--- config.mk ---
export PLATFORM = sky130hd
export DESIGN_NAME = de_emphasis
export DESIGN_NICKNAME = d
export VERILOG_FILES = /design/src/rtl/de_emphasis.sv
export SDC_FILE = /design/constraint.sdc
export NUM_CORES = 1
export LEC_CHECK = 0
export CAP_MARGIN = 25
export CORE_MARGIN = 2
export CORE_UTILIZATION = 40
export CTS_CLUSTER_SIZE = 14
export DETAILED_ROUTE_END_ITERATION = 10
export PLACE_DENSITY = 0.63
export SYNTH_ARGS = -nofsm -noshare
export SYNTH_HDL_FRONTEND = slang
export SYNTH_SLANG_ARGS = --single-unit
--- constraint.sdc ---
create_clock -name clk -period 11.62 [get_ports clk]
set_input_delay 2.905 -clock clk [delete_from_list [all_inputs] [get_ports clk]]
set_output_delay 2.905 -clock clk [all_outputs]
set_load 0.1 [all_outputs]
--- src/rtl/de_emphasis.sv ---
// rtl/de_emphasis.sv - first-order de-emphasis IIR y(t) = x(t) + a*y(t-1), 4-state FSM
// Optional DE_EMPHASIS_SATURATE_EN: clamp output and pulse sat_event; otherwise wrap.
module de_emphasis #(
    parameter int                         DATA_W = 16,
    parameter int                         COEF_W = 16,
    parameter int                         FRAC   = 15,
    parameter logic signed [COEF_W-1:0]   COEF   = 16'sd31785
) (
    input  logic                     clk,
    input  logic                     rst,
    input  logic                     tvalid_input_stream,
    output logic                     tready_input_stream,
    input  logic signed [DATA_W-1:0] input_stream,
    input  logic                     clear_state,
    output logic                     tvalid_restored_stream,
    input  logic                     tready_restored_stream,
    output logic signed [DATA_W-1:0] restored_stream,
    output logic                     sat_event
);

    localparam int PW = DATA_W + COEF_W;
    localparam logic signed [PW:0] RND = {{(PW-FRAC+1){1'b0}}, 1'b1, {(FRAC-1){1'b0}}};
`ifdef DE_EMPHASIS_SATURATE_EN
    localparam logic signed [PW:0] SMAX = {{(PW-DATA_W+2){1'b0}}, {(DATA_W-1){1'b1}}};
    localparam logic signed [PW:0] SMIN = {{(PW-DATA_W+2){1'b1}}, {(DATA_W-1){1'b0}}};
`endif

    typedef enum logic [1:0] {IDLE, MULT, ADD, OUT} state_t;

    state_t                    state_q, state_d;
    logic signed [DATA_W-1:0]  x_q, x_d;
    logic signed [PW-1:0]      p_q, p_d;
    logic signed [DATA_W-1:0]  y_prev_q, y_prev_d;
    logic                      clear_pending_q, clear_pending_d;
    logic signed [DATA_W-1:0]  restored_q, restored_d;
    logic                      tvalid_out_q, tvalid_out_d;
    logic                      sat_q, sat_d;
    logic                      tready_in_q, tready_in_d;

    logic signed [PW-1:0]      y_ext, coef_ext;
    logic signed [PW:0]        p_rnd, r_w, s_w;
    logic signed [DATA_W-1:0]  y_new;
    logic                      sat_now;

    // Datapath: rounded product plus captured sample, evaluated wide enough never to overflow
    always_comb begin
        y_ext    = PW'(y_prev_q);
        coef_ext = PW'(COEF);
        p_rnd    = (PW+1)'(p_q) + RND;
        r_w      = p_rnd >>> FRAC;
        s_w      = (PW+1)'(x_q) + r_w;
`ifdef DE_EMPHASIS_SATURATE_EN
        if (s_w > SMAX) begin
            y_new   = DATA_W'(SMAX);
            sat_now = 1'b1;
        end else if (s_w < SMIN) begin
            y_new   = DATA_W'(SMIN);
            sat_now = 1'b1;
        end else begin
            y_new   = DATA_W'(s_w);
            sat_now = 1'b0;
        end
`else
        y_new   = DATA_W'(s_w);
        sat_now = 1'b0;
`endif
    end

    always_comb begin
        state_d         = state_q;
        x_d             = x_q;
        p_d             = p_q;
        y_prev_d        = y_prev_q;
        clear_pending_d = clear_pending_q;
        restored_d      = restored_q;
        tvalid_out_d    = tvalid_out_q;
        sat_d           = 1'b0;
        tready_in_d     = tready_in_q;
        case (state_q)
            IDLE: begin
                tready_in_d = 1'b1;
                if (clear_state) y_prev_d = '0;
                if (tvalid_input_stream && tready_in_q) begin
                    x_d         = input_stream;
                    tready_in_d = 1'b0;
                    state_d     = MULT;
                end
            end
            MULT: begin
                if (clear_state) clear_pending_d = 1'b1;
                p_d     = y_ext * coef_ext;
                state_d = ADD;
            end
            ADD: begin
                if (clear_state) clear_pending_d = 1'b1;
                restored_d   = y_new;
                y_prev_d     = y_new;
                sat_d        = sat_now;
                tvalid_out_d = 1'b1;
                state_d      = OUT;
            end
            OUT: begin
                if (clear_state) clear_pending_d = 1'b1;
                // A clear requested while busy only takes effect once the sample leaves
                if (tready_restored_stream) begin
                    tvalid_out_d    = 1'b0;
                    tready_in_d     = 1'b1;
                    state_d         = IDLE;
                    clear_pending_d = 1'b0;
                    if (clear_pending_q || clear_state) y_prev_d = '0;
                end
            end
            default: state_d = IDLE;
        endcase
    end

    always_ff @(posedge clk) begin
        if (rst) begin
            state_q         <= IDLE;
            x_q             <= '0;
            p_q             <= '0;
            y_prev_q        <= '0;
            clear_pending_q <= 1'b0;
            restored_q      <= '0;
            tvalid_out_q    <= 1'b0;
            sat_q           <= 1'b0;
            tready_in_q     <= 1'b0;
        end else begin
            state_q         <= state_d;
            x_q             <= x_d;
            p_q             <= p_d;
            y_prev_q        <= y_prev_d;
            clear_pending_q <= clear_pending_d;
            restored_q      <= restored_d;
            tvalid_out_q    <= tvalid_out_d;
            sat_q           <= sat_d;
            tready_in_q     <= tready_in_d;
        end
    end

    assign tready_input_stream    = tready_in_q;
    assign tvalid_restored_stream = tvalid_out_q;
    assign restored_stream        = restored_q;
    assign sat_event              = sat_q;

endmodule
* Word level (Yosys, flattened, before mapping)
Index checks and enable logic that the tools add are counted.
** Cells by class
- Add/subtract/negate cells :: 2
- Multiply operators :: 1
- Equality and inequality tests :: 7
- Muxes and demuxes :: 15
- Reduce and logical (&&, ||, !) cells :: 13
** Operator list (count)
- $mux 16 :: 3
- $pmux 16 s3 :: 1
- $add 31x16->31 const B :: 1
- $mul 16x16->31 const B :: 1
- $add 16x16->16 :: 1
- $ne 2x2->1 const B :: 4
- $pmux 2 s4 :: 1
- $reduce_and 2->1 :: 4
- $pmux 1 s2 :: 3
- $reduce_bool 2->1 :: 3
- $mux 1 :: 5
- $eq 2x2->1 const B :: 2
- $mux 2 :: 2
- $reduce_and 4->1 :: 1
- $reduce_bool 3->1 :: 1
- $eq 2x1->1 const B :: 1
- $logic_not 2->1 :: 1
- $reduce_or 2->1 :: 1
- $logic_and 1x1->1 :: 1
- $logic_or 1x1->1 :: 1
** Word-level totals
- Register bits :: 84
- Input port bits :: 21
- Output and inout bits :: 19
- Logic and storage cells :: 46

* Depth between registers and ports, before layout
- Depth after elaboration :: 4
- Mapped depth :: 19
- Gate-level depth less buffers :: 19

* Worst setup path after synthesis
OpenSTA, ideal clock, no wires.
- Kind :: register to register
- Start :: reg y_prev_q[8]
- End :: reg p_q[27]
- Library setup time :: 128 ps
- Arrival time :: 5524 ps
- Data required time :: 11492 ps
- Setup slack :: 5968 ps
- Cell stages (with the launch flop) :: 18
- Buffers on the path :: 0
- Period minus slack after synthesis :: 5652 ps
- Path through :: dfxtp_1 > fa_1 > fa_1 > fa_1 > inv_1 > fa_1 > fa_1 > fa_1 > inv_1 > ha_1 > a21o_1 > a21o_1 > a221oi_2 > o21ai_2 > a211o_2 > or3_1 > a31oi_1 > nor2_1
** On the way
- Word-level cells in the longest chain between the ends :: 1
** Ends and longest elaborated chain
- from (decl) :: RTL line 33 : logic signed [DATA_W-1:0] y_prev_q, y_prev_d;
- from (signal assigned) :: RTL line 132 : y_prev_q <= y_prev_d;
- $mul 16x16->31 :: RTL line 91 : p_d = y_ext * coef_ext;
- to (signal assigned) :: RTL line 131 : p_q <= p_d;
- to (decl) :: RTL line 32 : logic signed [PW-1:0] p_q, p_d;
Every way passes these cells.
A chain may end at the register's enable or synchronous reset.

* Worst setup path in the final report
- Start :: reg y_prev_q[5]
- End :: reg p_q[27]
Same word-level chain as after synthesis.

==> qor.csv <==
stage;metric;value;unit
route;antenna viol nets, final;0;
synthesis;cells after synthesis;912;
floorplan;Initial Util;0.4047;
synthesis;Post-Syn Area per Cell;8.891;sq um
floorplan;die area;21430;sq um
synthesis;flops & latches, synth;70;
cts;clock transition at the registers of the reported paths;0.06;ns
timing;final setup vio count;0;
floorplan;Rows;52;
synthesis;post-synthesis adder-cell area fraction;0.4067;
cts;Resized Gates After CTS;0;
floorplan;# IOs;40;
synthesis;synth top area cells;ha_1 (21%), fa_1 (20%), dfxtp_1 (17%);
floorplan;Core ar.;20040;sq um
cts;CTS Buf Count;9;
power;peak supply drop;0.1282;mV
critical_path;Slowest cell on crit path;dfxtp_1;
power;Leak;0.004335;uW
critical_path;worst-path cell chain;fa_1 > fa_1 > fa_1 > inv_1 > fa_1 > fa_1 > fa_1 > inv_1 > ha_1 > a21oi_1 > o21ai_0 > a221oi_2 > o21ai_2 > a211o_2 > or3_1 > a31oi_1 > nor2_1;
synthesis;Post-Synth XOR/XNOR Area;0.06913;
cts;clock root cell;clkbuf_16;
layout;final instance area;9012;sq um
cts;CTS Hold Bufs;0;
critical_path;Arr. time, crit path;6.18;ns
global_routing;Global Route Usage Sum;0.1677;
power;Power Density;91.58;nW/um^2
synthesis;post-synthesis compound-gate area fraction;0.1131;
layout;Multi-input gate area;6072;sq um
global_routing;first-pass GRT wire length;28930;microns
route;via count;5956;
critical_path;crit path launch type;register;
route;number of remaining DRC errors;0;
layout;layout cell share with drive strength beyond 1;0.04131;
floorplan;die width;146.4;microns
layout;Sequential Area;1401;sq um
placed_design;cell area after placement;8746;sq um
critical_path;critical path type;reg -> reg;
timing;Slew Limit Fails;0;
flow_run;max-cap violations;0;
critical_path;critical path's most frequent cell;fa_1;
layout;final-layout fill cell count;2031;
floorplan;die height;146.4;microns
critical_path;worst path bufs/invs;2;
synthesis;Seq/Total Area, Yosys;0.1728;
timing;final worst path period share;0.5151;
route;DRT iter0 DRCs;226;
synthesis;Distinct cells, synth;62;
cts;CTS tree;built;
synthesis;Post-Syn Nets;1148;
cts;Clk Latency, worst-skew pair;0.34;ns
synthesis;largest family of logic cells by synthesized area;adder cells;
critical_path;Max FO, Critical Path;9;
synthesis;post-synthesis mux area share;0.02854;
timing;Final Hold Viols;0;
synthesis;Yosys warning count;0;
synthesis;most frequent cell after synthesis;inv_1;
placed_design;HPWL Detailed;13850;microns
cts;CTS max path bufs;2;
global_routing;largest net degree at the start of global routing;79;
synthesis;Synth Area in Simple Gates;0.1299;
layout;ANT cells;0;
outcome;outcome;completed;
timing;Fmax;167.1;MHz
timing;Tmin final;5.986;ns
placed_design;PortBufs;38;
cts;postcts setup bufs;0;
timing;Rel. slew slack;0.3396;
synthesis;top cell type by total area after synthesis;ha_1;
synthesis;commonest cells in the synthesized netlist;inv_1 (138), ha_1 (134), nand2_1 (82);
synthesis;Syn Std Cell Area;8109;sq um
global_routing;antenna violations before repair;0;
worst_hold_path;Hold Path Class;reg -> reg;
route;WL final;17210;microns
synthesis;share of the synthesized area in the top cell type;0.2068;
placed_design;Cells after DPL;1199;
route;first drt pass iteration count;5;
global_routing;vias in the first global route;5859;
global_routing;Congestion Overflow GR;0;
placed_design;gpl congestion;0.8290;
timing;Max Clock Skew;0.008899;ns
layout;Final Util;0.4497;
cts;CTS HTree Levels;3;
critical_path;critical path's top delay family;adder cells;
timing;Setup TNS Final;0;ns
layout;Post-Layout Cell Count;1214;
timing;RSZ-0062 raised after global routing;no;
critical_path;Crit path required time;11.82;ns
layout;Area growth syn-to-layout;11.14;%
timing;Worst-Margin Slew;0.9876;ns
route;routed vias/inst;4.906;
synthesis;number of synthesized flops with an enable pin;0;
layout;fin nets;1176;
critical_path;Worst setup EP type;register;
synthesis;Primary FF master, synth;dfxtp_1;
synthesis;asr flop ratio synth;0;
critical_path;crit-path max cell delay;0.60;ns
route;wire length per cell;14.17;microns
cts;Clock Sinks;70;
-- final timing paths --
check | from | to | slack (ns) | depth (start not counted)
setup / recovery | y_prev_q[5] | p_q[27] | 5.63 | 17
hold / removal | restored_stream[0] | restored_stream[0] | 0.46 | 2
setup reg to reg | y_prev_q[5] | p_q[27] | 5.63 | 17
hold reg to reg | restored_stream[0] | restored_stream[0] | 0.46 | 2
-- area by class of cell --
cell class | instances | share of cell area
multi-input combinational | 677 | 0.6737
sequential | 70 | 0.1555
tap | 270 | 0.03748
inverter | 139 | 0.05789
timing repair buffer | 43 | 0.04581
clock buffer | 11 | 0.02693
clock inverter | 4 | 0.002638
-- power by group --
part	internal [uW]	switching, uW	leakage, uW
clock network	148	99.2	0.000135
logic	103	197	0.00363
registers	260	17.7	0.000566
total	512	314	0.00434
-- worst reg2reg max path, stage by stage (launching register included) --
cell and delay (ns):
dfxtp_1 0.60, fa_1 0.51, fa_1 0.48, fa_1 0.55
inv_1 0.06, fa_1 0.51, fa_1 0.52, fa_1 0.54
inv_1 0.04, ha_1 0.36, a21oi_1 0.16, o21ai_0 0.19
a221oi_2 0.29, o21ai_2 0.16, a211o_2 0.37, or3_1 0.31
a31oi_1 0.16, nor2_1 0.05
-- routing by layer --
layer  GRT usage  vias up  part of all wire
met4     0.02767        0            0.0060
met5           0        -                 0
met1      0.2347     2807              0.49
li1            -     3062                 -
met2      0.2807       79              0.47
met3     0.02469        8             0.027
-- per-stage QoR --
stage          power [uW]  hold WS (ns)  setup WS, ns
2_1_floorplan       512.1        0.4406         5.968
3_3_place_gp        581.6        0.4485         5.717
3_5_place_dp        583.7        0.4488         5.635
4_1_cts             833.0        0.4591         5.646
5_1_grt             875.2        0.4794         5.351
6_report            825.4        0.4583         5.634
-- cell families (layout without fill, tap and decap cells) --
| kind of cell | Yosys count | count (layout) |
|---|---|---|
| other | 1 | 1 |
| and+or+nand+nor | 229 | 229 |
| DFF | 70 | 70 |
| adders and majority gates | 215 | 215 |
| buffers and inverters | 165 | 197 |
| AOI/OAI and AO/OA | 145 | 145 |
| xor gates and xnor gates | 64 | 64 |
| muxes | 23 | 23 |
-- cell usage in the layout (no fill, tap or decap), types with 5 or more instances in the layout --
master and count:
a211oi_1 7, ha_1 134, xor2_1 15, nor2b_1 5
mux2i_1 22, nor2_1 71, clkdlybuf4s50_1 37, clkbuf_16 9
nand3_1 15, buf_4 5, nand2b_1 11, a21oi_1 67
a21o_1 10, dfxtp_1 70, inv_1 138, xnor2_1 49
fa_1 81, nand4_1 6, o21ai_0 14, or3_1 6
nand2_1 82, nor3_1 8
-- sequential cells by signal (all words and copies together), names as in the netlist --
| signal | cells |
|---|---|
| y_prev_q | 16 |
| p_q | 17 |
| x_q | 16 |
| tvalid_restored_stream | 1 |
| restored_stream | 16 |
| state_q | 2 |
| clear_pending_q | 1 |
| tready_input_stream | 1 |
Power figures use the tool's default switching activity.
